===== src/rtl/qspi_tx_serializer_if.sv =====
// Purpose : groups the sequencer/FIFO-facing handshake and the QSPI pin bundle of qspi_tx_serializer.
// Ports   : master = sequencer/FIFO side (drives start, mode, count, FIFO flags/data).
//           slave  = serializer side (drives FIFO pop, sclk, io lanes, status).
interface qspi_tx_serializer_if;
   logic        start;       // 1-cycle start pulse from the sequencer
   logic        quad_mode;   // 1 = 4 lanes, 0 = IO0 only
   logic [8:0]  word_count;  // words in this program-data phase (0..256)
   logic        fifo_empty;  // TX FIFO empty flag
   logic        fifo_rd_en;  // TX FIFO pop request
   logic [31:0] fifo_data;   // TX FIFO read data, valid the cycle after a pop
   logic        sclk;        // QSPI serial clock, mode 0
   logic [3:0]  io_out;      // lane data
   logic [3:0]  io_oe;       // lane output enables
   logic        busy;        // transfer in progress
   logic        done;        // 1-cycle completion pulse
   logic        stall;       // sticky underrun flag

   modport master (
      output start, quad_mode, word_count, fifo_empty, fifo_data,
      input  fifo_rd_en, sclk, io_out, io_oe, busy, done, stall
   );

   modport slave (
      input  start, quad_mode, word_count, fifo_empty, fifo_data,
      output fifo_rd_en, sclk, io_out, io_oe, busy, done, stall
   );
endinterface


===== src/rtl/qspi_tx_serializer.sv =====
// Purpose : pops 32-bit words from the TX FIFO and shifts them MSB-first onto IO0 or IO3..IO0, SPI mode 0.
// Latency : per word 2 clk (fetch+load) + 2*CLK_DIV*(8 quad | 32 single) clk; done 1 clk after last fall.
// Backpr. : an empty FIFO holds the fetch with sclk low; a mid-transfer hold sets the sticky stall flag.
// Ports   : clk, rst_n (async active-low); bus (slave modport): start/quad_mode/word_count in,
//           fifo_empty/fifo_data in, fifo_rd_en out, sclk/io_out/io_oe out, busy/done/stall out.
module qspi_tx_serializer #(
   parameter int CLK_DIV = 2,
   parameter int WORD_W  = 32
) (
   input  logic                 clk,
   input  logic                 rst_n,
   qspi_tx_serializer_if.slave  bus
);

   localparam int DIV_W = (CLK_DIV > 1) ? $clog2(CLK_DIV) : 1;

   typedef enum logic [2:0] {
      S_IDLE,
      S_FETCH,
      S_LOAD,
      S_SHIFT,
      S_DONE
   } state_t;

   state_t              r_state;
   state_t              w_next;
   logic [WORD_W-1:0]   r_sreg;
   logic [DIV_W-1:0]    r_div;
   logic [4:0]          r_bit;     // SCLK periods completed within the current word
   logic [8:0]          r_rem;     // words still to send
   logic                r_quad;
   logic                r_sclk;
   logic                r_first;   // next fetch is the first of the transfer
   logic                r_stall;

   logic                w_div_end;
   logic                w_fall;
   logic                w_last_bit;
   logic                w_rd_en;
   logic                w_busy;
   logic                w_done;
   logic [3:0]          w_io_out;
   logic [3:0]          w_io_oe;

   assign w_div_end  = (r_div == DIV_W'(CLK_DIV - 1));
   // r_sclk high at the end of a half-period means this edge is a falling edge
   assign w_fall     = (r_state == S_SHIFT) && w_div_end && r_sclk;
   assign w_last_bit = r_quad ? (r_bit == 5'd7) : (r_bit == 5'd31);

   always_ff @(posedge clk or negedge rst_n) begin
      if (!rst_n) begin
         r_state <= S_IDLE;
      end else begin
         r_state <= w_next;
      end
   end

   always_comb begin
      w_next   = r_state;
      w_rd_en  = 1'b0;
      w_busy   = 1'b0;
      w_done   = 1'b0;
      w_io_out = 4'b0000;
      w_io_oe  = 4'b0000;
      case (r_state)
         S_IDLE: begin
            if (bus.start) begin
               w_next = (bus.word_count == 9'd0) ? S_DONE : S_FETCH;
            end
         end
         S_FETCH: begin
            w_busy = 1'b1;
            if (!bus.fifo_empty) begin
               w_rd_en = 1'b1;
               w_next  = S_LOAD;
            end
         end
         S_LOAD: begin
            w_busy = 1'b1;
            w_next = S_SHIFT;
         end
         S_SHIFT: begin
            w_busy   = 1'b1;
            w_io_oe  = r_quad ? 4'b1111 : 4'b0001;
            w_io_out = r_quad ? r_sreg[WORD_W-1 -: 4] : {3'b000, r_sreg[WORD_W-1]};
            if (w_fall && w_last_bit) begin
               w_next = (r_rem == 9'd1) ? S_DONE : S_FETCH;
            end
         end
         S_DONE: begin
            w_done = 1'b1;
            w_next = S_IDLE;
         end
         default: begin
            w_next = S_IDLE;
         end
      endcase
   end

   always_ff @(posedge clk or negedge rst_n) begin
      if (!rst_n) begin
         r_sreg  <= '0;
         r_div   <= '0;
         r_bit   <= '0;
         r_rem   <= '0;
         r_quad  <= 1'b0;
         r_sclk  <= 1'b0;
         r_first <= 1'b0;
         r_stall <= 1'b0;
      end else begin
         case (r_state)
            S_IDLE: begin
               if (bus.start) begin
                  r_quad  <= bus.quad_mode;
                  r_rem   <= bus.word_count;
                  r_first <= 1'b1;
                  r_stall <= 1'b0;
               end
            end
            S_FETCH: begin
               if (bus.fifo_empty && !r_first) begin
                  r_stall <= 1'b1;
               end
            end
            S_LOAD: begin
               r_sreg  <= bus.fifo_data;
               r_div   <= '0;
               r_bit   <= '0;
               r_sclk  <= 1'b0;
               r_first <= 1'b0;
            end
            S_SHIFT: begin
               if (w_div_end) begin
                  r_div  <= '0;
                  r_sclk <= ~r_sclk;
                  if (r_sclk) begin
                     r_sreg <= r_quad ? {r_sreg[WORD_W-5:0], 4'b0000}
                                      : {r_sreg[WORD_W-2:0], 1'b0};
                     r_bit  <= r_bit + 5'd1;
                     if (w_last_bit) begin
                        r_rem <= r_rem - 9'd1;
                     end
                  end
               end else begin
                  r_div <= r_div + DIV_W'(1);
               end
            end
            default: begin
            end
         endcase
      end
   end

   assign bus.fifo_rd_en = w_rd_en;
   assign bus.sclk       = r_sclk && (r_state == S_SHIFT);
   assign bus.io_out     = w_io_out;
   assign bus.io_oe      = w_io_oe;
   assign bus.busy       = w_busy;
   assign bus.done       = w_done;
   assign bus.stall      = r_stall;

endmodule


===== src/flat_wrapper.sv =====
// flat-port wrapper written by rule: the top's interface ports become plain ports
module qspi_tx_serializer_flat 
#(
   parameter int CLK_DIV = 2,
   parameter int WORD_W  = 32
)
  (clk, rst_n, bus_start, bus_quad_mode, bus_word_count, bus_fifo_empty, bus_fifo_data, bus_fifo_rd_en, bus_sclk, bus_io_out, bus_io_oe, bus_busy, bus_done, bus_stall);
  qspi_tx_serializer_if bus_i ();
  input  logic clk;
  input  logic rst_n;
  input wire logic [$bits(bus_i.start)-1:0] bus_start;
  input wire logic [$bits(bus_i.quad_mode)-1:0] bus_quad_mode;
  input wire logic [$bits(bus_i.word_count)-1:0] bus_word_count;
  input wire logic [$bits(bus_i.fifo_empty)-1:0] bus_fifo_empty;
  input wire logic [$bits(bus_i.fifo_data)-1:0] bus_fifo_data;
  output wire logic [$bits(bus_i.fifo_rd_en)-1:0] bus_fifo_rd_en;
  output wire logic [$bits(bus_i.sclk)-1:0] bus_sclk;
  output wire logic [$bits(bus_i.io_out)-1:0] bus_io_out;
  output wire logic [$bits(bus_i.io_oe)-1:0] bus_io_oe;
  output wire logic [$bits(bus_i.busy)-1:0] bus_busy;
  output wire logic [$bits(bus_i.done)-1:0] bus_done;
  output wire logic [$bits(bus_i.stall)-1:0] bus_stall;
  assign bus_i.start = bus_start;
  assign bus_i.quad_mode = bus_quad_mode;
  assign bus_i.word_count = bus_word_count;
  assign bus_i.fifo_empty = bus_fifo_empty;
  assign bus_i.fifo_data = bus_fifo_data;
  assign bus_fifo_rd_en = bus_i.fifo_rd_en;
  assign bus_sclk = bus_i.sclk;
  assign bus_io_out = bus_i.io_out;
  assign bus_io_oe = bus_i.io_oe;
  assign bus_busy = bus_i.busy;
  assign bus_done = bus_i.done;
  assign bus_stall = bus_i.stall;
  qspi_tx_serializer #(.CLK_DIV(CLK_DIV), .WORD_W(WORD_W)) u_core (.clk(clk), .rst_n(rst_n), .bus(bus_i));
endmodule

===== config.mk =====
export PLATFORM = sky130hd
export DESIGN_NAME = qspi_tx_serializer_flat
export DESIGN_NICKNAME = d
export VERILOG_FILES = /design/src/rtl/qspi_tx_serializer_if.sv /design/src/rtl/qspi_tx_serializer.sv /design/src/flat_wrapper.sv
export SDC_FILE = /design/constraint.sdc
export NUM_CORES = 1
export LEC_CHECK = 0
export ABC_AREA = 0
export CAP_MARGIN = 10
export CORE_MARGIN = 4
export CORE_UTILIZATION = 50
export DETAILED_ROUTE_END_ITERATION = 10
export GPL_ROUTABILITY_DRIVEN = 0
export PLACE_DENSITY = 0.86
export SYNTH_ARGS = -nofsm -noshare
export SYNTH_HDL_FRONTEND = slang
export SYNTH_SLANG_ARGS = --single-unit

===== constraint.sdc =====
create_clock -name clk -period 2.78 [get_ports clk]
set_input_delay 0.417 -clock clk [delete_from_list [all_inputs] [get_ports clk]]
set_output_delay 0.417 -clock clk [all_outputs]
set_load 0.01 [all_outputs]

Word-level counts from Yosys, hierarchy flattened
Cells that the tools add are included.

word-level totals
  bits in registers = 54
  logic and storage cells = 83
  output and inout bits = 13
  input bits = 46

operators by class
  add/sub/neg operators = 3
  multiplexer cells = 36
  bitwise operators = 1
  equality and inequality tests = 14
  reductions and logical operators = 20

operator list
  operator               count
  $mux W32               3
  $pmux W32 S2           1
  $mux W9                4
  $pmux W9 S2            1
  $mux W4                4
  $mux W3                5
  $pmux W3 S4            1
  $mux W1                10
  $mux W5                2
  $pmux W5 S2            1
  $eq A9 B1 Y1 const B   1
  $logic_not A9 Y1       1
  $reduce_and A3 Y1      3
  $sub A9 B1 Y9 const B  1
  $ne A2 B1 Y1 const B   4
  $pmux W1 S2            4
  $reduce_bool A2 Y1     4
  $eq A3 B2 Y1 const B   2
  $ne A2 B2 Y1 const B   3
  $reduce_and A2 Y1      3
  $add A5 B1 Y5 const B  1
  $eq A5 B3 Y1 const B   1
  $eq A5 B5 Y1 const B   1
  $logic_and A1 B1 Y1    5
  other kinds (8)        8

Longest topological paths before layout
Gate-level depths: netlist (run 1).

  word-level depth = 6
  gate-level depth with buffers = 8

Worst setup path after synthesis (run 1)
No wires, ideal clock.

  path kind = register to output
  start point = reg u_core.r_state[2]
  end point = out bus_io_oe[2]
  stages on the path, launching flop included = 8
  arrival time = 1,441 ps
  setup slack = 922 ps
  data required time = 2,363 ps
  cell sequence = dfrtp_1 -> buf_2 -> nand3b_1 -> buf_2 -> inv_1 -> buf_2 -> and2_1 -> buf_4

between the ends
  word-level cells in the longest chain between the ends = 2

RTL lines
  element                 line                      RTL
  from (decl)             qspi_tx_serializer.sv:25  state_t r_state;
  from (signal assigned)  qspi_tx_serializer.sv:54  r_state <= w_next;
  $eq A3 B2 Y1            qspi_tx_serializer.sv:65  case (r_state)
  $mux W4                 qspi_tx_serializer.sv:65
  to (decl)               flat_wrapper.sv:19        output wire logic [$bits(bus_i.io_oe)-1:0] bus_io_oe;

Every way passes these cells.

Worst setup path in the final report (run 1)
  start point = reg u_core.r_state[0]
  end point = out bus_io_oe[0]

Same word-level chain as after synthesis.

==> impl_metrics.py, run 1 <==
metrics = {
    "job": {
        "maxCapViolations": 0,
    },
    "route": {
        "drt-initial-drc-count": 201,
        "remaining_drc_errors": 0,
        "antenna_left": 0,
        "route.vias.total": 2769,
        "avgViaCountPerCell": 5.64,
        "routedWlPerCell_um": 15.4,
        "postRouteWirelength_mm": 7.54,
        "first_pass_iters": 5,
    },
    "timing": {
        "fmax_ghz": 0.387,
        "drv_slew": 0,
        "relSlewSlack": 0.557,
        "worst_slew_pin_slew_ps": 664,
        "finalClockSkew_ps": 5.13,
        "rsz0062_at_grt": "no",
        "post-route-period-util": 0.930,
        "min_period_ps": 2590,
        "hold_viol_final": 0,
        "setup_viol": 0,
        "fin_setup_tns_ps": 0,
    },
    "logic_synthesis": {
        "synth_edf_count": 0,
        "async_flop_share": 1.00,
        "synthCells": 371,
        "ys.flop_type": "dfrtp_1",
        "avgSynthCellArea_sq_um": 8.56,
        "yosysSeqAreaShare": 0.425,
        "syn-num-nets": 420,
        "yosysWarnings": 0,
        "ys_types": 45,
        "syn_area_sq_mm": 0.00318,
        "ys_ff_latch": 54,
    },
    "floorplanning": {
        "ios": 59,
        "die_w_um": 87.7,
        "die-area_sq_mm": 0.00769,
        "core_area_sq_mm": 0.00603,
        "start_util": 0.527,
        "die_y_um": 87.7,
        "fp-row-count": 28,
    },
    "global_route": {
        "antenna_found_initial": 0,
        "grt_max_degree": 73,
        "grt_pass1_wl_mm": 12.8,
        "grt-ovfl-total": 0,
        "grt.total_usage": 0.210,
        "grt_pass1_vias": 2755,
    },
    "critical_path": {
        "startpoint_type": "flop",
        "crit_family": "buffers and inverters",
        "reg2reg_slack_ps": 670,
        "r2r_cells": 6,
        "cp_num_buf_inv": 3,
        "r2r_start": "u_core.r_state[0]",
        "cp-end-kind": "primary output",
        "crit_type": "reg2out",
        "crit_required_ps": 2360,
        "path_max_fanout": 15,
        "arrival_ps": 2170,
        "max_stage_delay_ps": 650,
        "crit_slowest_cell": "dfrtp_1",
        "startpoint": "u_core.r_state[0]",
        "r2r-end": "u_core.r_rem[0]",
        "crit_chain": "nand3b_1 -> inv_1 -> buf_4 -> clkdlybuf4s50_1",
    },
    "cells_and_area": {
        "antennaDiodeCount": 0,
        "seq_area_sq_mm": 0.00135,
        "finalNetCount": 464,
        "n_fill_cell": 487,
        "areaGrowthSynthToFinish_pct": 22.8,
        "multi_input_area_sq_mm": 0.00165,
        "drive_gt1_frac": 0.0577,
    },
    "placed_design": {
        "place_hpwl_mm": 5.20,
        "place.port_buffers": 58,
    },
    "clock_network": {
        "clk_pin_slew_ps": 100,
        "cts_inserted_buffers": 5,
        "ctsRootBufferMaster": "clkbuf_8",
        "cts_setup_buffers": 0,
        "cts_buffer_depth": 2,
        "cts_tree": "built",
        "ctsHoldBuffers": 0,
        "cts.sinks": 54,
        "cts_resized": 0,
        "clock_latency_ps": 320,
        "htree_num_levels": 2,
    },
    "pwr": {
        "p_per_area_mw_per_mm2": 851,
        "leakage_nw": 1.70,
        "finalPower_mw": 3.32,
        "vdd_drop_max_v": 0.000603,
    },
    "hold_path": {
        "hp-class": "in2async",
    },
    "outcome": {
        "status": "finished clean",
    },
}
==> area by class of cell <==
class	count	area share
Inverter	9	0.00866
Clock buffer	6	0.0212
Sequential cell	54	0.347
Timing Repair Buffer	65	0.161
Clock inverter	2	0.0154
Tap cell	75	0.0241
Multi-Input combinational cell	280	0.423
==> layer usage <==
metal  track usage  vias to the layer above  routed length [um]
li1              -                     1395                   -
met1         0.287                     1302                3400
met2         0.345                       63                3690
met3        0.0357                        9                 317
met4        0.0642                        0                 138
met5             0                        -                   0
==> cell usage after synthesis (2+ instances only) <==
cell type / n / share of area
dfrtp_1: 54 / 0.43
nand2_1: 51 / 0.060
nor2_1: 44 / 0.052
o21ai_0: 41 / 0.065
a21oi_1: 39 / 0.061
mux2i_1: 30 / 0.095
buf_2: 16 / 0.025
inv_1: 9 / 0.011
a22oi_1: 6 / 0.014
clkbuf_1: 6 / 0.0071
nand3_1: 5 / 0.0079
nor3_1: 5 / 0.0079
o221ai_1: 5 / 0.014
buf_4: 4 / 0.0095
nand3b_1: 4 / 0.0095
nor3b_1: 4 / 0.0095
nor4_1: 4 / 0.0079
and2_1: 3 / 0.0059
and3_1: 3 / 0.0059
ha_1: 3 / 0.012
nand2b_1: 3 / 0.0059
nand4_1: 3 / 0.0059
xnor2_1: 3 / 0.0083
a22o_1: 2 / 0.0055
clkbuf_2: 2 / 0.0032
nor4b_1: 2 / 0.0055
o22ai_1: 2 / 0.0039
==> per-stage QoR <==
stage / cell area, sq um / hold WS, ps / util / setup slack (ps) / instances
global route: 3900 / 138 / 0.647 / 31.0 / 491
detailed placement: 3760 / 441 / 0.624 / 543 / 483
floorplan: 3180 / 121 / - / 922 / 371
CTS: 3900 / 119 / 0.647 / 192 / 491
finish: 3900 / 93.6 / 0.647 / 194 / 491
global placement: 3760 / 444 / 0.624 / 618 / 483
==> placed cells by master (no fill, tap or decap), types with 2 or more instances in the layout <==
| cell | count |
|---|---|
| nor4b_1 | 2 |
| clkdlybuf4s50_1 | 57 |
| o22ai_1 | 2 |
| buf_4 | 7 |
| o21ai_0 | 41 |
| nand2b_1 | 3 |
| dfrtp_1 | 53 |
| mux2i_1 | 30 |
| a22o_1 | 2 |
| a22oi_1 | 6 |
| nand4_1 | 3 |
| nor3b_1 | 4 |
| bufinv_16 | 2 |
| xnor2_1 | 3 |
| ha_1 | 3 |
| and3_1 | 3 |
| o221ai_1 | 5 |
| inv_1 | 9 |
| a21oi_1 | 39 |
| nor2_1 | 44 |
| and2_1 | 3 |
| nor4_1 | 4 |
| nand2_1 | 51 |
| nor3_1 | 5 |
| nand3_1 | 5 |
| clkbuf_8 | 6 |
| nand3b_1 | 4 |
==> power by group <==
| part | switching (mW) | total [mW] | internal, mW |
|---|---|---|---|
| clock network | 0.281 | 0.666 | 0.384 |
| logic | 0.831 | 1.43 | 0.602 |
| registers | 0.221 | 1.22 | 0.999 |
==> flip-flops by register name, summed over array words and instances (netlist names) <==
signal and flops:
u_core.bus.stall 1, u_core.r_bit 5, u_core.r_div 1, u_core.r_first 1, u_core.r_quad 1, u_core.r_rem 9
u_core.r_sclk 1, u_core.r_sreg 32, u_core.r_state 3
==> cell families (layout without fill, tap and decap cells) <==
family	count (synthesis)	in the layout	share of synthesized area
AO/OA/AOI/OAI	106	106	0.195
XOR/XNOR	3	3	0.00827
adder cells (fa/ha/maj)	3	3	0.0118
buffers and inverters	37	82	0.0555
flip-flops	54	54	0.425
multiplexers	31	31	0.0981
AND/OR/NAND/NOR	137	137	0.206
==> worst reg2reg max path, delay by kind of cell (launching register included) <==
family	cells	cell delay, ps
DFF	1	650
buffers and inverters	2	590
and+or+nand+nor	2	260
AOI/OAI and AO/OA	2	510
==> how the worst max path moves through the flow <==
stage | to | slack, ps | depth (start not counted)
final | bus_io_oe[0] | 190 | 4
after CTS | bus_io_oe[0] | 190 | 4
after floorplan | bus_io_oe[2] | 920 | 7
after global placement | bus_io_oe[0] | 620 | 4
after detailed placement | bus_io_oe[0] | 540 | 4
after global routing | bus_io_oe[0] | 30 | 4
No activity file was read; power rests on OpenSTA's default activity.
==> run 2, diff against run 1 <==
Settings changed: CAP_MARGIN 10 to 40, GPL_TIMING_DRIVEN set to 0.
==> impl_metrics.py, run 2 (synthesis results as in run 1) <==
metrics = {
    "global_route": {
        "grt_pass1_vias": 2905,
        "grt_pass1_wl_mm": 13.5,
        "grt.total_usage": 0.219,
        "grt_max_degree": 29,
        "grt-ovfl-total": 0,
        "antenna_found_initial": 0,
    },
    "floorplanning": {
        "start_util": 0.527,
        "ios": 59,
        "die_y_um": 87.7,
        "core_area_sq_mm": 0.00603,
        "die-area_sq_mm": 0.00769,
        "fp-row-count": 28,
        "die_w_um": 87.7,
    },
    "pwr": {
        "vdd_drop_max_v": 0.000409,
        "leakage_nw": 1.77,
        "p_per_area_mw_per_mm2": 845,
        "finalPower_mw": 3.37,
    },
    "outcome": {
        "status": "finished clean",
    },
    "job": {
        "maxCapViolations": 0,
    },
    "cells_and_area": {
        "largest_reg_flops": 32,
        "stdcell_count": 514,
        "areaGrowthSynthToFinish_pct": 25.6,
        "drive_gt1_frac": 0.0888,
        "final_cell_mix": "clkdlybuf4s50_1 (57), dfrtp_1 (54), nand2_1 (51)",
        "finalNetCount": 487,
        "antennaDiodeCount": 0,
        "final_common_cell": "clkdlybuf4s50_1",
        "reg.largest.list": "u_core.r_sreg: 32 flops, u_core.r_rem: 9 flops, u_core.r_bit: 5 flops",
        "regMostFlops": "u_core.r_sreg",
    },
    "critical_path": {
        "crit_type": "reg2out",
        "crit_chain": "buf_2 -> nand3b_1 -> buf_4 -> inv_1 -> buf_6 -> and2_4 -> buf_4 -> clkdlybuf4s50_1",
        "crit_required_ps": 2360,
        "cp-end-kind": "primary output",
        "startpoint_type": "flop",
        "path_max_fanout": 10,
        "crit_slowest_cell": "clkdlybuf4s50_1",
        "crit_top_cell": "buf_4",
        "arrival_ps": 2240,
        "cp_num_buf_inv": 6,
        "max_stage_delay_ps": 520,
        "crit_family": "buffers and inverters",
    },
    "timing": {
        "finalClockSkew_ps": 6.68,
        "setup_viol": 0,
        "relSlewSlack": 0.584,
        "drv_slew": 0,
        "fin_setup_tns_ps": 0,
        "worst_slew_pin_slew_ps": 624,
        "fmax_ghz": 0.376,
        "min_period_ps": 2660,
        "post-route-period-util": 0.957,
        "hold_viol_final": 0,
    },
    "placed_design": {
        "place_inst": 505,
        "place_hpwl_mm": 5.88,
        "place.port_buffers": 58,
    },
    "clock_network": {
        "cts_buffer_depth": 2,
        "ctsRootBufferMaster": "clkbuf_8",
        "htree_num_levels": 2,
        "clk_pin_slew_ps": 90,
        "clock_latency_ps": 310,
        "cts_inserted_buffers": 5,
        "cts.sinks": 54,
        "cts_tree": "built",
        "ctsHoldBuffers": 0,
    },
    "route": {
        "drt-initial-drc-count": 212,
        "first_pass_iters": 4,
        "routedWlPerCell_um": 15.6,
        "avgViaCountPerCell": 5.78,
        "antenna_left": 0,
        "postRouteWirelength_mm": 8.02,
        "remaining_drc_errors": 0,
        "route.vias.total": 2970,
    },
    "hold_path": {
        "hp-class": "in2async",
    },
}
-- run 2: final cells by class --
cell class,count,area (sq um)
tap,75,93.8
clock buffer,7,76.3
timing repair buffer,60,603
buffer,28,151
clock inverter,1,30.0
multi-input combinational,280,1650
fill,499,2030
inverter,9,33.8
sequential,54,1350
-- run 2: path summary, 6_finish.rpt --
check,startpoint,cells after the start,slack [ps],end
min in group clk,u_core.r_first,1,470,u_core.bus.stall
min reg2reg,u_core.r_first,1,470,u_core.bus.stall
max,u_core.r_state[2],8,120,bus_io_oe[2]
max reg2reg,u_core.r_rem[0],6,850,u_core.r_rem[6]
min,rst_n,1,120,u_core.r_rem[1]
max in group asynchronous,rst_n,2,2100,u_core.r_sclk
-- run 2: metal layers --
| metal | track usage | share of wire | vias up |
|---|---|---|---|
| li1 | - | - | 1442 |
| met1 | 0.299 | 0.46 | 1422 |
| met2 | 0.355 | 0.48 | 96 |
| met3 | 0.0442 | 0.053 | 10 |
| met4 | 0.0628 | 0.013 | 0 |
| met5 | 0 | 0 | - |
-- run 2: per-stage QoR --
stage	hold WS, ps	instance area [sq um]	utilization	setup WS [ps]
6_report	118	3990	0.662	121
2_1_floorplan	121	3180	-	922
4_1_cts	139	3980	0.660	30.4
5_1_grt	159	3990	0.662	-13.7
3_5_place_dp	457	3870	0.642	311
3_3_place_gp	450	3850	0.639	-378
-- run 2: timing repair --
action | CTS | global route
setup buffers | 0 | 1
gates resized for setup | 1 | 4
endpoints found under the setup margin | 2 | 6
-- run 2: power breakdown --
group / total [mW] / switching, mW / internal (mW)
clock network: 0.520 / 0.250 / 0.270
registers: 1.20 / 0.200 / 0.999
logic: 1.65 / 0.947 / 0.707
total: 3.37 / 1.40 / 1.98
==> run 3, diff against run 2 <==
Settings changed: CAP_MARGIN 40 to not set, PLACE_DENSITY 0.86 to not set, PLACE_DENSITY_LB_ADDON set to 0.25.
==> impl_metrics.py, run 3 (synthesis results as in run 1) <==
metrics = {
    "clock_network": {
        "htree_num_levels": 2,
        "ctsRootBufferMaster": "clkbuf_8",
        "cts_buffer_depth": 2,
        "cts.sinks": 54,
        "cts_tree": "built",
        "clock_latency_ps": 310,
        "clk_pin_slew_ps": 90,
        "cts_inserted_buffers": 5,
        "ctsHoldBuffers": 0,
    },
    "timing": {
        "finalClockSkew_ps": 3.80,
        "min_period_ps": 2670,
        "relSlewSlack": 0.616,
        "hold_viol_final": 0,
        "fmax_ghz": 0.374,
        "post-route-period-util": 0.961,
        "worst_slew_pin_slew_ps": 574,
        "setup_viol": 0,
        "hold_ws_ps": 78.4,
        "fin_setup_tns_ps": 0,
        "drv_slew": 0,
    },
    "critical_path": {
        "startpoint_type": "flop",
        "crit_chain": "buf_2 -> nand3b_1 -> buf_4 -> inv_1 -> buf_6 -> and2_4 -> buf_4 -> clkdlybuf4s50_1",
        "max_stage_delay_ps": 520,
        "arrival_ps": 2260,
        "path_max_fanout": 10,
        "crit_required_ps": 2360,
        "crit_slowest_cell": "clkdlybuf4s50_1",
        "crit_type": "reg2out",
        "crit_family": "buffers and inverters",
        "cp-end-kind": "primary output",
        "cp_num_buf_inv": 6,
        "crit_top_cell": "buf_4",
    },
    "hold_path": {
        "hp-class": "in2async",
    },
    "cells_and_area": {
        "stdcell_count": 512,
        "final_cell_mix": "clkdlybuf4s50_1 (57), dfrtp_1 (54), nand2_1 (51)",
        "regMostFlops": "u_core.r_sreg",
        "largest_reg_flops": 32,
        "areaGrowthSynthToFinish_pct": 25.4,
        "antennaDiodeCount": 0,
        "finalNetCount": 485,
        "n_fill_cell": 514,
        "drive_gt1_frac": 0.0915,
        "reg.largest.list": "u_core.r_sreg: 32 flops, u_core.r_rem: 9 flops, u_core.r_bit: 5 flops",
        "final_common_cell": "clkdlybuf4s50_1",
    },
    "route": {
        "remaining_drc_errors": 0,
        "drt-initial-drc-count": 127,
        "avgViaCountPerCell": 5.69,
        "antenna_left": 0,
        "route.vias.total": 2915,
        "postRouteWirelength_mm": 7.92,
        "first_pass_iters": 5,
        "routedWlPerCell_um": 15.5,
    },
    "floorplanning": {
        "die_y_um": 87.7,
        "die_w_um": 87.7,
        "die-area_sq_mm": 0.00769,
        "ios": 59,
        "fp-row-count": 28,
        "core_area_sq_mm": 0.00603,
        "start_util": 0.527,
    },
    "pwr": {
        "vdd_drop_max_v": 0.000460,
        "p_per_area_mw_per_mm2": 839,
        "leakage_nw": 1.76,
    },
    "global_route": {
        "grt_pass1_wl_mm": 13.1,
        "antenna_found_initial": 0,
        "grt_max_degree": 35,
        "grt.total_usage": 0.214,
        "grt_pass1_vias": 2854,
        "grt-ovfl-total": 0,
    },
    "outcome": {
        "status": "finished clean",
    },
    "placed_design": {
        "place_hpwl_mm": 5.93,
        "place.port_buffers": 58,
        "place_inst": 505,
    },
    "job": {
        "maxCapViolations": 0,
    },
}
[run 3: cell count changes in the layout (fill, tap and decap cells not counted), sizes merged]
cell    before  now
bufinv       1    0
buf         23   22
[run 3: path summary, 6_finish.rpt]
path                              startpoint           endpoint  slack (ps)  depth (start not counted)
min in group clk              u_core.r_first   u_core.bus.stall         480                          1
setup / recovery           u_core.r_state[2]       bus_io_oe[2]         110                          8
max in group asynchronous              rst_n  u_core.r_sreg[25]        2150                          2
hold reg to reg               u_core.r_first   u_core.bus.stall         480                          1
hold / removal                         rst_n       u_core.r_div          80                          1
setup reg to reg             u_core.r_rem[0]    u_core.r_rem[8]         940                          6
[run 3: worst reg2reg max path, cell delays in order, from the launching register on]
cell and delay, ps:
dfrtp_1 420, inv_1 130, ha_1 230, or4b_1 500, nor2_1 210, a22oi_1 100
o221ai_1 180
[run 3: cell type report]
type                    count  area, sq um  share of cell area
plain buffers              27          148              0.0371
clock buffers               8          110              0.0276
inverters                   9         33.8             0.00848
multi-input cells         280         1650               0.415
flip-flops and latches     54         1350               0.339
well taps                  75         93.8              0.0236
repair buffers             59          596               0.149
[run 3: per-layer routing]
metal	track usage	share of wire
met2	0.348	0.47
met3	0.0452	0.054
met5	0	0
met4	0.0488	0.010
met1	0.293	0.46
[run 3: timing repair]
action | CTS | global route
buffers inserted | 0 | 0
endpoints found under the setup margin | 2 | 4
gates resized for setup | 1 | 4
[run 3: metrics by stage]
stage,util,total power [mW],worst slack (ps),cell area (sq um)
final,0.661,3.34,108,3980
after global routing,0.661,3.62,-13.2,3980
after CTS,0.660,3.34,23.2,3980
after detailed placement,0.642,2.82,302,3870
after global placement,0.639,2.77,-424,3850
after floorplan,-,2.29,922,3180
[run 3: where the power goes]
part           internal [mW]  switching (mW)  total (mW)
logic                  0.699           0.940        1.64
clock network          0.252           0.256       0.508
registers              0.999           0.196        1.19
